## src/rtl/if_fetch_stage.sv

```systemverilog
// ---------------------------------------------------------------------------
// if_fetch_stage
//
// Instruction-fetch stage that sits right after the PC register. It sends one
// instruction-memory request at a time, shows the fetched word to decode over
// a valid/ready handshake, and drives the PC register's next value and load
// enable. Only one memory request is ever outstanding. If a redirect arrives
// while a request is in flight, the response to that request is discarded.
//
// Ports
//   clk, rst          clock; synchronous active-high reset
//   pc_in             current PC (output of the PC register)
//   pc_next, pc_en    next PC value and load enable for the PC register
//   imem_req_*        request channel to instruction memory (valid/ready/addr)
//   imem_rsp_*        in-order response channel (valid/data)
//   redirect_*        branch/jump/trap redirect from a later stage
//   if_valid/if_ready handshake with decode; if_pc/if_instr carry the payload
// ---------------------------------------------------------------------------
module if_fetch_stage #(
    parameter int XLEN    = 32,
    parameter int PC_STEP = 4
) (
    input  logic            clk,
    input  logic            rst,
    input  logic [XLEN-1:0] pc_in,
    output logic [XLEN-1:0] pc_next,
    output logic            pc_en,
    output logic            imem_req_valid,
    input  logic            imem_req_ready,
    output logic [XLEN-1:0] imem_req_addr,
    input  logic            imem_rsp_valid,
    input  logic [XLEN-1:0] imem_rsp_data,
    input  logic            redirect_valid,
    input  logic [XLEN-1:0] redirect_pc,
    output logic            if_valid,
    input  logic            if_ready,
    output logic [XLEN-1:0] if_pc,
    output logic [XLEN-1:0] if_instr
);

    typedef enum logic [1:0] {
        S_REQ  = 2'd0,
        S_WAIT = 2'd1,
        S_HOLD = 2'd2,
        S_DROP = 2'd3
    } state_t;

    state_t state;

    logic req_fire;
    logic busy_after;

    assign imem_req_valid = (state == S_REQ) && !rst;
    assign imem_req_addr  = pc_in;
    assign req_fire       = imem_req_valid && imem_req_ready;

    // True when a memory request is still in flight at the end of this cycle.
    // A redirect uses this to decide whether the next response must be
    // thrown away.
    assign busy_after = req_fire ||
                        (((state == S_WAIT) || (state == S_DROP)) && !imem_rsp_valid);

    // A redirect takes priority over the sequential increment.
    assign pc_next = redirect_valid ? redirect_pc : (pc_in + XLEN'(PC_STEP));
    assign pc_en   = !rst && (redirect_valid || ((state == S_HOLD) && if_ready));

    always_ff @(posedge clk) begin
        if (rst) begin
            state    <= S_REQ;
            if_valid <= 1'b0;
            if_pc    <= '0;
            if_instr <= '0;
        end else if (redirect_valid) begin
            if_valid <= 1'b0;
            state    <= busy_after ? S_DROP : S_REQ;
        end else begin
            unique case (state)
                S_REQ: begin
                    if (imem_req_ready) begin
                        state <= S_WAIT;
                    end
                end
                S_WAIT: begin
                    if (imem_rsp_valid) begin
                        if_instr <= imem_rsp_data;
                        if_pc    <= pc_in;
                        if_valid <= 1'b1;
                        state    <= S_HOLD;
                    end
                end
                S_HOLD: begin
                    if (if_ready) begin
                        if_valid <= 1'b0;
                        state    <= S_REQ;
                    end
                end
                S_DROP: begin
                    if (imem_rsp_valid) begin
                        state <= S_REQ;
                    end
                end
                default: state <= S_REQ;
            endcase
        end
    end

endmodule
```

## config.mk

```make
export PLATFORM = sky130hd
export DESIGN_NAME = if_fetch_stage
export DESIGN_NICKNAME = d
export VERILOG_FILES = /design/src/rtl/if_fetch_stage.sv
export SDC_FILE = /design/constraint.sdc
export NUM_CORES = 1
export LEC_CHECK = 0
export CORE_AREA = 5 5 108 110
export DETAILED_ROUTE_END_ITERATION = 7
export DIE_AREA = 0 0 113 115
export PLACE_DENSITY = 0.77
export SETUP_SLACK_MARGIN = 0.3
export SYNTH_ARGS = -nofsm -noshare
export SYNTH_HDL_FRONTEND = slang
export SYNTH_SLANG_ARGS = --single-unit
```

## constraint.sdc

```tcl
create_clock -name clk -period 3.8 [get_ports clk]
set_clock_uncertainty 0.15 [all_clocks]
set_input_delay 1.14 -clock clk [delete_from_list [all_inputs] [get_ports clk]]
set_output_delay 1.14 -clock clk [all_outputs]
set_load 0.01 [all_outputs]
```

# Word level (Yosys, flattened, before mapping)
# Cells that the tools add are included.
# W data, S select, Z words.
dict set report totals {
  ff_bits 67
  inputBits 102
}
dict set report op_classes {
  n_addsub 1
  eq_ne 9
  n_mux 11
  bitwise 1
  reduce_logical 16
}
# op count
set op_table {}
lappend op_table {{$add A32 B3 Y32 const B} 1}
lappend op_table {{$mux W32} 1}
lappend op_table {{$mux W2} 6}
lappend op_table {{$ne A3 B3 Y1 const B} 4}
lappend op_table {{$pmux W2 S4} 1}
lappend op_table {{$reduce_and A3 Y1} 2}
lappend op_table {{$logic_and A1 B1 Y1} 5}
lappend op_table {{$eq A2 B2 Y1 const B} 2}
lappend op_table {{$ne A2 B2 Y1 const B} 2}
lappend op_table {{$reduce_and A4 Y1} 1}
lappend op_table {{$logic_or A1 B1 Y1} 3}
lappend op_table {{$eq A2 B1 Y1 const B} 1}
lappend op_table {{$logic_not A1 Y1} 2}
lappend op_table {{$logic_not A2 Y1} 1}
lappend op_table {{$mux W1} 2}
lappend op_table {{$pmux W1 S2} 1}
lappend op_table {{$reduce_bool A2 Y1} 1}
lappend op_table {{$reduce_or A2 Y1} 1}
lappend op_table {{$not A1 Y1} 1}

# Longest topological paths before layout
dict set report logic_depth {
  ltp_word 6
  mapped_depth 7
  depth_no_buf 5
}

# Worst setup path before layout
# OpenSTA, ideal clock, no wires.
dict set report synth_path {
  path_kind {input-to-output}
  from {in pc_in[2]}
  to {out pc_next[30]}
  arrival_ps 2506
  path_slack_ps 4
  cell_stages 5
  path_buffers 0
  cell_sequence {ha_1 -> and4_4 -> nand4_4 -> or4_1 -> a31oi_1}
}
dict set report synth_via {
  elab_chain_len 2
}
# element line
set synth_lines {}
lappend synth_lines {{from (decl)} 25} ;# input logic [XLEN-1:0] pc_in,
lappend synth_lines {{$add A32 B3 Y32} 64} ;# assign pc_next = redirect_valid ? redirect_pc : (pc_in + XLEN'(PC_STEP));
lappend synth_lines {{$mux W32} 64}
lappend synth_lines {{to (decl)} 26} ;# output logic [XLEN-1:0] pc_next,
# No other way between the ends.

# Final worst setup path
dict set report layout_path {
  from {in pc_in[3]}
  to {out pc_next[27]}
}
# The elaborated chain is that of the path after synthesis.

==> summary.txt <==
Timing
  • Worst slew pin tran: approximately 0.56 ns
  • Crit share post-route: 1.03
  • Final WS setup: -0.0984 ns
  • Fin. Hold Viols: 0
  • Unrepaired setup endpoints after global routing: true
  • Fin Hold WS: roughly 0.3 ns
  • Minimum clock period: a little under 4 ns
  • Slew headroom: 0.627
  • Highest clock rate: around 0.26 GHz
  • Final Max Tran Viols: 0
  • Setup Viol. Count Final: 12

CTS
  • Root buf cell: clkbuf_8
  • Reg clk slew, reported paths: about 0.07 ns
  • CTS Sinks: 67
  • CTS tree: built
  • Hold_buf cts: 0
  • Htree depth: 3
  • CTS Buf Count: 9
  • Clock latency on the worst-skew pair: ~0.35 ns
  • CTS Buffer Depth: 2

Route
  • WL/cell: 16.8 µm
  • DRT Wirelength: about 15000 µm
  • First-pass iteration count of the detailed router: 4
  • Routed Antenna Nets: 0
  • DRC Markers: 0
  • Vias/cell: between 5 and 6
  • Vias post-DR: around 4600
  • Drt initial violations: roughly 210

Critical path
  • CP required: 2.51 ns
  • Slowest-stage cell, CP: or4_4
  • CP Capture Type: primary output
  • Worst path arrival time: 2.61 ns
  • Cell Chain, Critical Path: buf_8 -> buf_6 -> and4_4 -> nand2_4 -> buf_6 -> or4_4 -> a31oi_2 -> buf_2
  • Register-to-register setup slack: just under 2 ns
  • Origin of the critical flop-to-flop path: state[0]
  • Worst R2R Path Depth: 5
  • Worst-path fanout max: 4
  • Critical path launch point type: input port
  • Max incr delay on CP: just over 0.5 ns
  • Buf/Inv on CP: 4
  • CP most frequent cell: buf_6
  • WS Path Type: in2out
  • Reg2reg end: if_pc[12]
  • CP delay by family, top: simple AND/OR/NAND/NOR gates

Synth
  • Seq/Total Area, Yosys: 0.372
  • Adder-Cell Fraction of Synth Area: 0.00347
  • Simple-gate share of the synthesized area: 0.300
  • Mean Syn Cell Area: ~7.2 µm²
  • Syn Inst Count: 500
  • Number of synthesized flops with an enable pin: 0
  • Top_reg_cell synth: dfxtp_1
  • Synth Net Count: roughly 600
  • Asr flop ratio synth: 0
  • Largest family of logic cells by synthesized area: simple AND/OR/NAND/NOR gates
  • Yosys warnings: 0
  • Seq cells post-synth: 67
  • Unique masters post-synth: 43
  • Synth Area in Compound Gates: 0.173
  • Mux cell area share after synthesis: 0.00937
  • Synthesized area: roughly 0.0036 mm²
  • XOR/XNOR Fraction of Synth Area: 0.0340

Job
  • Max-cap viol count: 0

GRT
  • Largest net degree at the start of global routing: 53
  • First-pass GRT wire length: ~23000 µm
  • GR Util All Layers: 0.222
  • Number of global-route vias before repair: 4600
  • Initial antenna violation count: 0
  • Grt ovf: 0

Finish
  • Nets: 879
  • Most common cell after layout, fill and taps aside: clkdlybuf4s50_1
  • Commonest cells after routing, fill and taps aside: clkdlybuf4s50_1, nand2_1, a21oi_1, buf_4, dfxtp_1
  • Antenna fix cells: 0
  • Register area: 0.00134 mm²
  • Final non-filler cell total: 921
  • Layout fillers: around 860
  • Multi-input gate area: around 0.0022 mm²
  • Share of cells above drive strength 1: 0.291
  • Area grow syn2layout: 93.9%
  • Utilization after layout: 0.660

Pwr
  • Pleak: 2.70 nW
  • Pwr per Cell Area: between 200 and 300 mW/mm²
  • Worst VDD drop: approximately 0.21 mV

Placement
  • Number of buffers added on ports: 232
  • Placed Cells: between 800 and 900
  • Gp weighted congestion: 0.854
  • HPWL Detailed: 11100 µm

Floorplanning
  • Die width: about 110 µm
  • Die height: approximately 120 µm
  • Die area: 0.0130 mm²
  • Num ports: approximately 230
  • Row cnt: 38
  • Starting density of the core: 0.340
  • Core ar.: roughly 0.011 mm²

Outcome
  • Outcome: complete, but fails checks
  • Failing checks: negative setup slack

Worst hold path
  • WHS Endpoint: if_instr[29]
  • Hold Path Origin: if_instr[29]
  • Count of cells along the worst hold path: 2
  • Hold Crit Class: reg2reg
==> what timing repair did <==
action | in CTS | in global routing
endpoints found under the setup margin | 63 | 31
pin swaps | 40 | 41
buffers inserted | 16 | 17
cloned | 0 | 0
gates resized for setup | 267 | 61
hold endpoints to repair | 0 | 0
==> power by group <==
| group | switching, W | total (W) | internal (W) |
|---|---|---|---|
| logic | 0.000213 | 0.000478 | 0.000265 |
| clock network | 0.000299 | 0.000707 | 0.000408 |
| registers | 0.0000115 | 0.000729 | 0.000718 |
| total | 0.000524 | 0.00191 | 0.00139 |
==> tightest hold or removal path, cell delays in order, from the launching register on <==
cell and delay [ns]:
dfxtp_1 0.31, nand2_1 0.05, a21oi_1 0.05
==> kinds of logic (layout without fill, tap and decap cells) <==
family	count (synthesis)	after routing
and+or+nand+nor	232	232
AOI/OAI and AO/OA	114	114
buffers and inverters	69	350
DFF	67	67
xor gates and xnor gates	14	14
muxes	3	3
adders and majority gates	1	1
==> how the worst max path moves through the flow <==
stage | cells after the start | startpoint | end | slack, ns
final | 8 | pc_in[3] | pc_next[27] | -0.1
after global routing | 9 | pc_in[13] | pc_next[23] | -0.15
after CTS | 8 | pc_in[10] | pc_next[31] | -0.12
after detailed placement | 7 | pc_in[2] | pc_next[30] | -0.96
after global placement | 7 | pc_in[2] | pc_next[30] | -0.95
after floorplan | 5 | pc_in[2] | pc_next[30] | 0.12
==> per-layer routing <==
layer,vias to the layer above,routed length [µm],global-route usage,share of wire
met5,-,0,0,0
met4,0,541,0.113,0.035
met3,39,1170,0.0632,0.076
met2,198,7940,0.400,0.51
met1,2170,5790,0.238,0.37
li1,2224,-,-,-
==> cell type report <==
type / count / share of cell area
Timing Repair Buffer: 330 / 0.432
Sequential cell: 67 / 0.192
Inverter: 4 / 0.00215
Clock buffer: 11 / 0.0216
Clock inverter: 5 / 0.0122
Tap cell: 140 / 0.0250
Multi-Input combinational cell: 364 / 0.315
==> flip-flops by register name, indices dropped and copies added, names as in the netlist <==
name      count
if_pc        32
state         2
if_valid      1
if_instr     32
==> cell usage after synthesis, types with 4 or more instances <==
| library cell | number | area share |
|---|---|---|
| nand2_1 | 157 | 0.16 |
| a21oi_1 | 68 | 0.094 |
| dfxtp_1 | 67 | 0.37 |
| buf_4 | 32 | 0.067 |
| clkbuf_1 | 27 | 0.028 |
| o21ai_0 | 23 | 0.032 |
| nand3_1 | 14 | 0.019 |
| nor2_1 | 14 | 0.015 |
| a31oi_1 | 10 | 0.017 |
| nand4_1 | 8 | 0.014 |
| xnor2_1 | 7 | 0.017 |
| xor2_1 | 7 | 0.017 |
| or3_1 | 6 | 0.010 |
| and4_1 | 5 | 0.012 |
| or4_1 | 5 | 0.010 |
| inv_1 | 4 | 0.0042 |
| nand2b_1 | 4 | 0.0069 |
| o31ai_1 | 4 | 0.0083 |
==> metrics by stage <==
step	power, W	setup TNS, ns	setup slack, ns	instance area, µm²
global placement	0.00120	-19.63	-0.951	6320
CTS	0.00191	-0.596	-0.120	6710
finish	0.00191	-0.551	-0.0984	6990
detailed placement	0.00121	-20.32	-0.958	6320
floorplan	0.000914	0	0.122	3710
global route	0.00200	-1.26	-0.148	6990
No activity file was read; power rests on OpenSTA's default activity.
